===== src/rtl/fifo_ctrl.sv =====
// rtl/fifo_ctrl.sv - FIFO pointer/status controller for a synchronous-read storage array
module fifo_ctrl #(
  parameter int ADDR_WIDTH = 2,
  parameter int AF_THRESH  = 2**ADDR_WIDTH - 1,
  parameter int AE_THRESH  = 1
) (
  input  logic                  clk,
  input  logic                  reset,
  input  logic                  i_wr,
  input  logic                  i_rd,
  input  logic                  i_clr_err,
  output logic                  o_wr_en,
  output logic [ADDR_WIDTH-1:0] o_w_addr,
  output logic [ADDR_WIDTH-1:0] o_r_addr,
  output logic                  o_rd_valid,
  output logic                  o_full,
  output logic                  o_empty,
  output logic                  o_almost_full,
  output logic                  o_almost_empty,
  output logic [ADDR_WIDTH:0]   o_count,
  output logic                  o_overflow,
  output logic                  o_underflow
);

  localparam logic [ADDR_WIDTH:0] C_DEPTH = (ADDR_WIDTH+1)'(2**ADDR_WIDTH);
  localparam logic [ADDR_WIDTH:0] C_AF    = (ADDR_WIDTH+1)'(AF_THRESH);
  localparam logic [ADDR_WIDTH:0] C_AE    = (ADDR_WIDTH+1)'(AE_THRESH);

  logic [ADDR_WIDTH-1:0] r_wr_ptr;
  logic [ADDR_WIDTH-1:0] r_rd_ptr;
  logic [ADDR_WIDTH:0]   r_count;
  logic                  r_full;
  logic                  r_empty;
  logic                  r_almost_full;
  logic                  r_almost_empty;
  logic                  r_rd_valid;
  logic                  r_overflow;
  logic                  r_underflow;

  logic                  w_push_ok;
  logic                  w_pop_ok;
  logic [ADDR_WIDTH:0]   w_count_nxt;

  // A pop frees a slot on the same edge, so a push into a full FIFO is fine when paired with a pop.
  assign w_push_ok = i_wr & (~r_full | i_rd);
  assign w_pop_ok  = i_rd & ~r_empty;

  always_comb begin
    w_count_nxt = r_count;
    if (w_push_ok && !w_pop_ok) begin
      w_count_nxt = r_count + (ADDR_WIDTH+1)'(1);
    end else if (w_pop_ok && !w_push_ok) begin
      w_count_nxt = r_count - (ADDR_WIDTH+1)'(1);
    end
  end

  always_ff @(posedge clk or posedge reset) begin
    if (reset) begin
      r_wr_ptr       <= '0;
      r_rd_ptr       <= '0;
      r_count        <= '0;
      r_full         <= 1'b0;
      r_empty        <= 1'b1;
      r_almost_full  <= 1'b0;
      r_almost_empty <= 1'b1;
      r_rd_valid     <= 1'b0;
      r_overflow     <= 1'b0;
      r_underflow    <= 1'b0;
    end else begin
      if (w_push_ok) begin
        r_wr_ptr <= r_wr_ptr + ADDR_WIDTH'(1);
      end
      if (w_pop_ok) begin
        r_rd_ptr <= r_rd_ptr + ADDR_WIDTH'(1);
      end
      r_count        <= w_count_nxt;
      r_full         <= (w_count_nxt == C_DEPTH);
      r_empty        <= (w_count_nxt == '0);
      r_almost_full  <= (w_count_nxt >= C_AF);
      r_almost_empty <= (w_count_nxt <= C_AE);
      r_rd_valid     <= w_pop_ok;
      // A fresh error in the same cycle as clr_err keeps the flag set.
      r_overflow     <= (r_overflow & ~i_clr_err) | (i_wr & r_full & ~i_rd);
      r_underflow    <= (r_underflow & ~i_clr_err) | (i_rd & r_empty);
    end
  end

  assign o_wr_en        = w_push_ok;
  assign o_w_addr       = r_wr_ptr;
  assign o_r_addr       = r_rd_ptr;
  assign o_rd_valid     = r_rd_valid;
  assign o_full         = r_full;
  assign o_empty        = r_empty;
  assign o_almost_full  = r_almost_full;
  assign o_almost_empty = r_almost_empty;
  assign o_count        = r_count;
  assign o_overflow     = r_overflow;
  assign o_underflow    = r_underflow;

endmodule


===== config.mk =====
export PLATFORM = sky130hd
export DESIGN_NAME = fifo_ctrl
export DESIGN_NICKNAME = d
export VERILOG_FILES = /design/src/rtl/fifo_ctrl.sv
export SDC_FILE = /design/constraint.sdc
export NUM_CORES = 1
export LEC_CHECK = 0
export CAP_MARGIN = 20
export CORE_MARGIN = 3
export CORE_UTILIZATION = 40
export CTS_CLUSTER_DIAMETER = 40
export DETAILED_ROUTE_END_ITERATION = 10
export PLACE_DENSITY = 0.72
export SLEW_MARGIN = 0
export SYNTH_ARGS = -nofsm -noshare
export SYNTH_HDL_FRONTEND = slang
export SYNTH_SLANG_ARGS = --single-unit

===== constraint.sdc =====
create_clock -name clk -period 1.6 [get_ports clk]
set_input_delay 0.4 -clock clk [delete_from_list [all_inputs] [get_ports clk]]
set_output_delay 0.4 -clock clk [all_outputs]
set_load 0.05 [all_outputs]

Yosys cells after proc, flatten, opt, wreduce, memory -nomap -nowiden
Cells that the tools add are included.
{"block": "op_classes", "muxes": 2, "addsub": 4, "n_bitwise": 14, "n_eq_ne": 1, "n_lt_le_gt_ge": 2, "reduce_logical": 5}
{"operator": "1-bit AND", "n": 7}
{"operator": "3-bit 2-to-1 mux", "n": 2}
{"operator": "2-bit by 1-bit adder with 2-bit output (second input constant)", "n": 2}
{"operator": "1-bit NOT", "n": 4}
{"operator": "3-bit by 1-bit adder with 3-bit output (second input constant)", "n": 1}
{"operator": "3-bit == test (second input constant)", "n": 1}
{"operator": "3-bit by 2-bit >= comparator with 1-bit output (second input constant)", "n": 1}
{"operator": "3-bit by 1-bit <= comparator with 1-bit output (second input constant)", "n": 1}
{"operator": "3-bit logical NOT", "n": 1}
{"operator": "1-bit bitwise OR", "n": 3}
{"operator": "3-bit by 1-bit subtractor with 3-bit output (second input constant)", "n": 1}
{"operator": "1-bit logical AND", "n": 2}
{"operator": "1-bit logical NOT", "n": 2}
{"block": "totals", "output_inout_bits": 15, "word_cells": 38, "inputBits": 5, "register_bits": 14}

Longest topological paths before layout
{"block": "depth", "ltp_word": 8, "mapped_depth": 7, "depth_no_buf": 7}

Least setup slack after synthesis
Ideal clock, no wire load.
{"block": "synth_timing", "kind": "register to register", "startpoint": "register r_count[1] (netlist: o_count[1])", "endpoint": "register r_almost_full (netlist: o_almost_full)", "t_arrival_ps": 1827, "n_path_buf": 0, "period_less_slack_ps": 1947, "setup_slack_ps": -347, "setup_ps": 120, "t_required_ps": 1480, "path_stages_with_launch": 8, "path_cell_list": "dfrtp_1 -> inv_1 -> ha_1 -> and2_1 -> a221oi_2 -> xor2_1 -> inv_2 -> a31o_1"}
{"block": "synth_via", "elab_chain_cells": 4, "elab_cells_between_ends": 5, "cone_classes": "add/sub: 2; order compare: 1; mux: 2"}
{"element": "start, declared", "line_no": "31", "text": "logic [ADDR_WIDTH:0] r_count;"}
{"element": "start signal, assigned", "line_no": "76", "text": "r_count <= w_count_nxt;"}
{"element": "3-bit by 1-bit subtractor with 3-bit output", "line_no": "53", "text": "w_count_nxt = r_count - (ADDR_WIDTH+1)'(1);"}
{"element": "3-bit 2-to-1 mux", "line_no": "52", "text": "end else if (w_pop_ok && !w_push_ok) begin"}
{"element": "3-bit 2-to-1 mux (*)", "line_no": "50", "text": "if (w_push_ok && !w_pop_ok) begin"}
{"element": "net w_count_nxt[2]", "line_no": "42", "text": "logic [ADDR_WIDTH:0] w_count_nxt;"}
{"element": "3-bit by 2-bit >= comparator with 1-bit output (*)", "line_no": "79", "text": "r_almost_full <= (w_count_nxt >= C_AF);"}
{"element": "end signal, assigned", "line_no": "79"}
{"element": "end, declared", "line_no": "34", "text": "logic r_almost_full;"}
Mark *: on every way through the listed nets, which the timed path passes. The rest lies on a longest branch.
A chain may end at the register's enable or synchronous reset.

Worst setup path in the final report
Same ends and word-level chain as after synthesis.

==> impl_metrics.xml <==
<?xml version="1.0" encoding="UTF-8"?>
<metrics>
  <group name="logic_synthesis">
    <metric name="synthesis.area" unit="um^2">672</metric>
    <metric name="synth.top_cells.by_count" unit="">12 x sky130_fd_sc_hd__dfrtp_1, 6 x sky130_fd_sc_hd__inv_1, 4 x sky130_fd_sc_hd__xnor2_1</metric>
    <metric name="synthCells" unit="">57</metric>
    <metric name="synth-seq-area-share" unit="">0.525</metric>
    <metric name="syn_avg_cell_area" unit="um^2">11.8</metric>
    <metric name="synth_seq_cells" unit="">14</metric>
    <metric name="synthArstFlopShare" unit="">1.00</metric>
    <metric name="synth_top_area_share" unit="">0.447</metric>
    <metric name="syn-num-nets" unit="">64</metric>
    <metric name="synthFlopType" unit="">sky130_fd_sc_hd__dfrtp_1</metric>
    <metric name="synth.yosys.warnings" unit="">0</metric>
    <metric name="post-synth-top-count-cell" unit="">sky130_fd_sc_hd__dfrtp_1</metric>
    <metric name="number_of_enable_flip_flop_cells_after_synthesis" unit="">0</metric>
    <metric name="synth_top_cell_by_area" unit="">sky130_fd_sc_hd__dfrtp_1</metric>
    <metric name="yosysUniqueCellTypes" unit="">25</metric>
    <metric name="netlist_top_cells_area" unit="">sky130_fd_sc_hd__dfrtp_1 45%, sky130_fd_sc_hd__dfstp_2 7.8%, sky130_fd_sc_hd__xnor2_1 5.2%</metric>
  </group>
  <group name="placement">
    <metric name="placed_cell_area" unit="um^2">1150</metric>
    <metric name="placed_cells" unit="">106</metric>
    <metric name="port_buffers" unit="">19</metric>
    <metric name="detailedPlacementHpwl" unit="um">1170</metric>
    <metric name="placement.setup.worst_slack" unit="ps">-491</metric>
    <metric name="globalplace.congestion" unit="">0.770</metric>
  </group>
  <group name="routing">
    <metric name="postRouteAntennaNets" unit="">0</metric>
    <metric name="routed_wirelength" unit="um">1740</metric>
    <metric name="drt_first_iter_violations" unit="">7</metric>
    <metric name="remaining_drc_errors" unit="">0</metric>
    <metric name="detail_route.vias_per_cell" unit="">5.08</metric>
    <metric name="routed_wire_length_per_instance" unit="um">15.1</metric>
    <metric name="dr_total_vias" unit="">584</metric>
    <metric name="detail_route.first_pass.iterations" unit="">4</metric>
  </group>
  <group name="clock_network">
    <metric name="numCtsBuffers" unit="">3</metric>
    <metric name="cts_root_buffer" unit="">sky130_fd_sc_hd__clkbuf_4</metric>
    <metric name="worst_path_clk_slew" unit="ps">90</metric>
    <metric name="cts-root-to-sink-buffers" unit="">2</metric>
    <metric name="cts_tree" unit="">built</metric>
    <metric name="clock_sinks" unit="">14</metric>
    <metric name="clock_latency" unit="ps">290</metric>
    <metric name="ctsHtreeMaxLevel" unit="">1</metric>
    <metric name="postCtsHoldBufs" unit="">0</metric>
  </group>
  <group name="critical_path">
    <metric name="worst_path_largest_cell_delay" unit="ps">420</metric>
    <metric name="cpMostUsedCell" unit="">sky130_fd_sc_hd__inv_2</metric>
    <metric name="cp-start-kind" unit="">register</metric>
    <metric name="worst_r2r_startpoint" unit="">o_count[1]</metric>
    <metric name="worst_setup_path_end_kind" unit="">register</metric>
    <metric name="endpoint_of_the_worst_slack_reg_to_reg_timing_path" unit="">o_almost_full</metric>
    <metric name="kind_of_cell_adding_the_most_delay_to_the_critical_path" unit="">compound AO/OA/AOI/OAI gates</metric>
    <metric name="cp_data_required_time" unit="ps">1790</metric>
    <metric name="crit_slowest_cell" unit="">sky130_fd_sc_hd__dfrtp_2</metric>
    <metric name="critical_path.max_fanout" unit="">4</metric>
    <metric name="r2r_slack" unit="ps">-20</metric>
    <metric name="worstPathCellList" unit="">inv_2, ha_4, and2_4, a221oi_4, xor2_2, inv_2, a31o_1</metric>
    <metric name="worstSetupPathType" unit="">reg2reg</metric>
    <metric name="worst-path-buf-inv" unit="">2</metric>
    <metric name="cp_data_arrival_time" unit="ps">1810</metric>
    <metric name="rr_worst_depth" unit="">7</metric>
  </group>
  <group name="status">
    <metric name="failed_checks" unit="">setup timing</metric>
    <metric name="status" unit="">finished, violations left</metric>
  </group>
  <group name="global_routing">
    <metric name="grt_util_all_layers" unit="">0.177</metric>
    <metric name="antenna_found_initial" unit="">0</metric>
    <metric name="first_global_vias" unit="">607</metric>
    <metric name="pin_count_of_the_biggest_net_entering_global_routing" unit="">15</metric>
    <metric name="grt_pass1_wl" unit="um">2630</metric>
    <metric name="grt_remaining_overflow" unit="">0</metric>
  </group>
  <group name="timing">
    <metric name="timing.clock.skew" unit="ps">11.7</metric>
    <metric name="fmax" unit="MHz">617</metric>
    <metric name="drv_slew" unit="">0</metric>
    <metric name="minimum_clock_period" unit="ps">1620</metric>
    <metric name="timing.setup.tns" unit="ps">-21.5</metric>
    <metric name="post-route-period-util" unit="">1.01</metric>
    <metric name="final_critical_path_setup_slack" unit="ps">-21.5</metric>
    <metric name="worst_slew_pin_slew" unit="ps">545</metric>
    <metric name="report.final.setup_viol" unit="">1</metric>
    <metric name="timing.max_slew.rel_slack" unit="">0.636</metric>
    <metric name="grt_setup_unrepaired" unit="">true</metric>
    <metric name="hold_viol" unit="">0</metric>
  </group>
  <group name="pwr">
    <metric name="finalPower" unit="mW">2.95</metric>
    <metric name="power_density" unit="nW/um^2">2340</metric>
    <metric name="peakVddDrop" unit="uV">1580</metric>
    <metric name="p_leak" unit="nW">0.572</metric>
  </group>
  <group name="finish">
    <metric name="layout.nets" unit="">107</metric>
    <metric name="synthToLayoutAreaGrowth" unit="%">87.5</metric>
    <metric name="post-route-cell-area" unit="um^2">1260</metric>
    <metric name="final.fill_count" unit="">82</metric>
    <metric name="antenna_cells" unit="">0</metric>
    <metric name="share_of_cells_above_drive_strength_1" unit="">0.626</metric>
    <metric name="instances_no_fill" unit="">115</metric>
  </group>
  <group name="floorplan">
    <metric name="die_width" unit="um">47.0</metric>
    <metric name="floorplan.initialDensity" unit="">0.436</metric>
    <metric name="die-height" unit="um">47.0</metric>
    <metric name="floorplan.core_area" unit="um^2">1540</metric>
    <metric name="ios" unit="">20</metric>
    <metric name="die_area" unit="um^2">2210</metric>
    <metric name="placementRows" unit="">14</metric>
  </group>
  <group name="flow_run">
    <metric name="maxCapViolCount" unit="">0</metric>
  </group>
  <group name="worst_hold_path">
    <metric name="worstHoldPathType" unit="">in2async</metric>
  </group>
</metrics>
==> registers in the layout, indices dropped and copies added (netlist names) <==
| signal | cells |
|---|---|
| o_underflow | 1 |
| o_almost_empty | 1 |
| o_r_addr | 2 |
| o_overflow | 1 |
| o_w_addr | 2 |
| o_count | 3 |
| o_full | 1 |
| o_rd_valid | 1 |
| o_almost_full | 1 |
| o_empty | 1 |
==> cell type report <==
class	count	area [um^2]	share of cell area
sequential	14	357	0.283
multi-input combinational	35	347	0.275
timing repair buffer	39	484	0.384
clock buffer	4	26.3	0.0209
inverter	7	26.3	0.0209
tap	16	20.0	0.0159
==> logic make-up after synthesis <==
family                   after synthesis  share of synthesized area
AO/OA/AOI/OAI                         13                      0.162
AND/OR/NAND/NOR                       13                      0.128
adder cells (fa/ha/maj)                2                     0.0372
buffers and inverters                  8                     0.0559
flip-flops                            14                      0.525
XOR/XNOR                               7                     0.0912
==> layout by cell type (no fill, tap or decap), drive strengths merged <==
cell type / netlist / layout
and4: 1 / 1
a221oi: 1 / 1
dfrtp: 12 / 12
a211oi: 2 / 2
inv: 7 / 7
clkbuf: 0 / 5
o21ai: 1 / 1
o21bai: 1 / 1
ha: 2 / 2
nand2b: 2 / 2
xnor2: 4 / 4
o22ai: 2 / 2
nor3b: 1 / 1
nor2: 2 / 2
xor2: 3 / 3
a21oi: 3 / 3
nand2: 3 / 3
a31o: 1 / 1
and2: 3 / 3
nor2b: 1 / 1
clkdlybuf4s50: 0 / 2
buf: 1 / 36
o211a: 1 / 1
dfstp: 2 / 2
a311oi: 1 / 1
==> through the flow <==
step | utilization | hold slack (ps)
final | 0.817 | 444
after global placement | 0.749 | 520
after floorplan | - | 288
after global routing | 0.817 | 495
after detailed placement | 0.749 | 520
after CTS | 0.788 | 451
==> where the power goes <==
group	internal (mW)	leakage, nW	total [mW]	switching (mW)
Clock	0.0970	0.0150	0.215	0.118
Sequential	0.520	0.163	0.706	0.185
Combinational	1.05	0.395	2.03	0.982
==> what timing repair did <==
action | in CTS | in global routing
buffers inserted | 2 | 3
gates cloned | 0 | 0
endpoints found under the setup margin | 7 | 6
gates resized for setup | 9 | 8
pin swaps | 4 | 4
==> layer usage <==
layer | track usage | wire (um) | share of wire | up-vias
li1 | - | - | - | 273
met4 | 0.0829 | 36 | 0.021 | 0
met3 | 0.0460 | 80 | 0.046 | 6
met2 | 0.293 | 902 | 0.52 | 15
met1 | 0.215 | 717 | 0.41 | 290
met5 | 0 | 0 | 0 | -
==> worst max-delay path by stage <==
stage | from | endpoint | slack (ps) | cells past startpoint
after global placement | i_rd | o_almost_full | -400 | 6
after detailed placement | i_rd | o_almost_full | -490 | 6
final | o_count[1] | o_almost_full | -20 | 7
after CTS | o_count[1] | o_empty | -50 | 6
after floorplan | o_count[1] | o_almost_full | -120 | 7
after global routing | o_count[1] | o_almost_full | -90 | 7
Power figures use the tool's default switching activity.
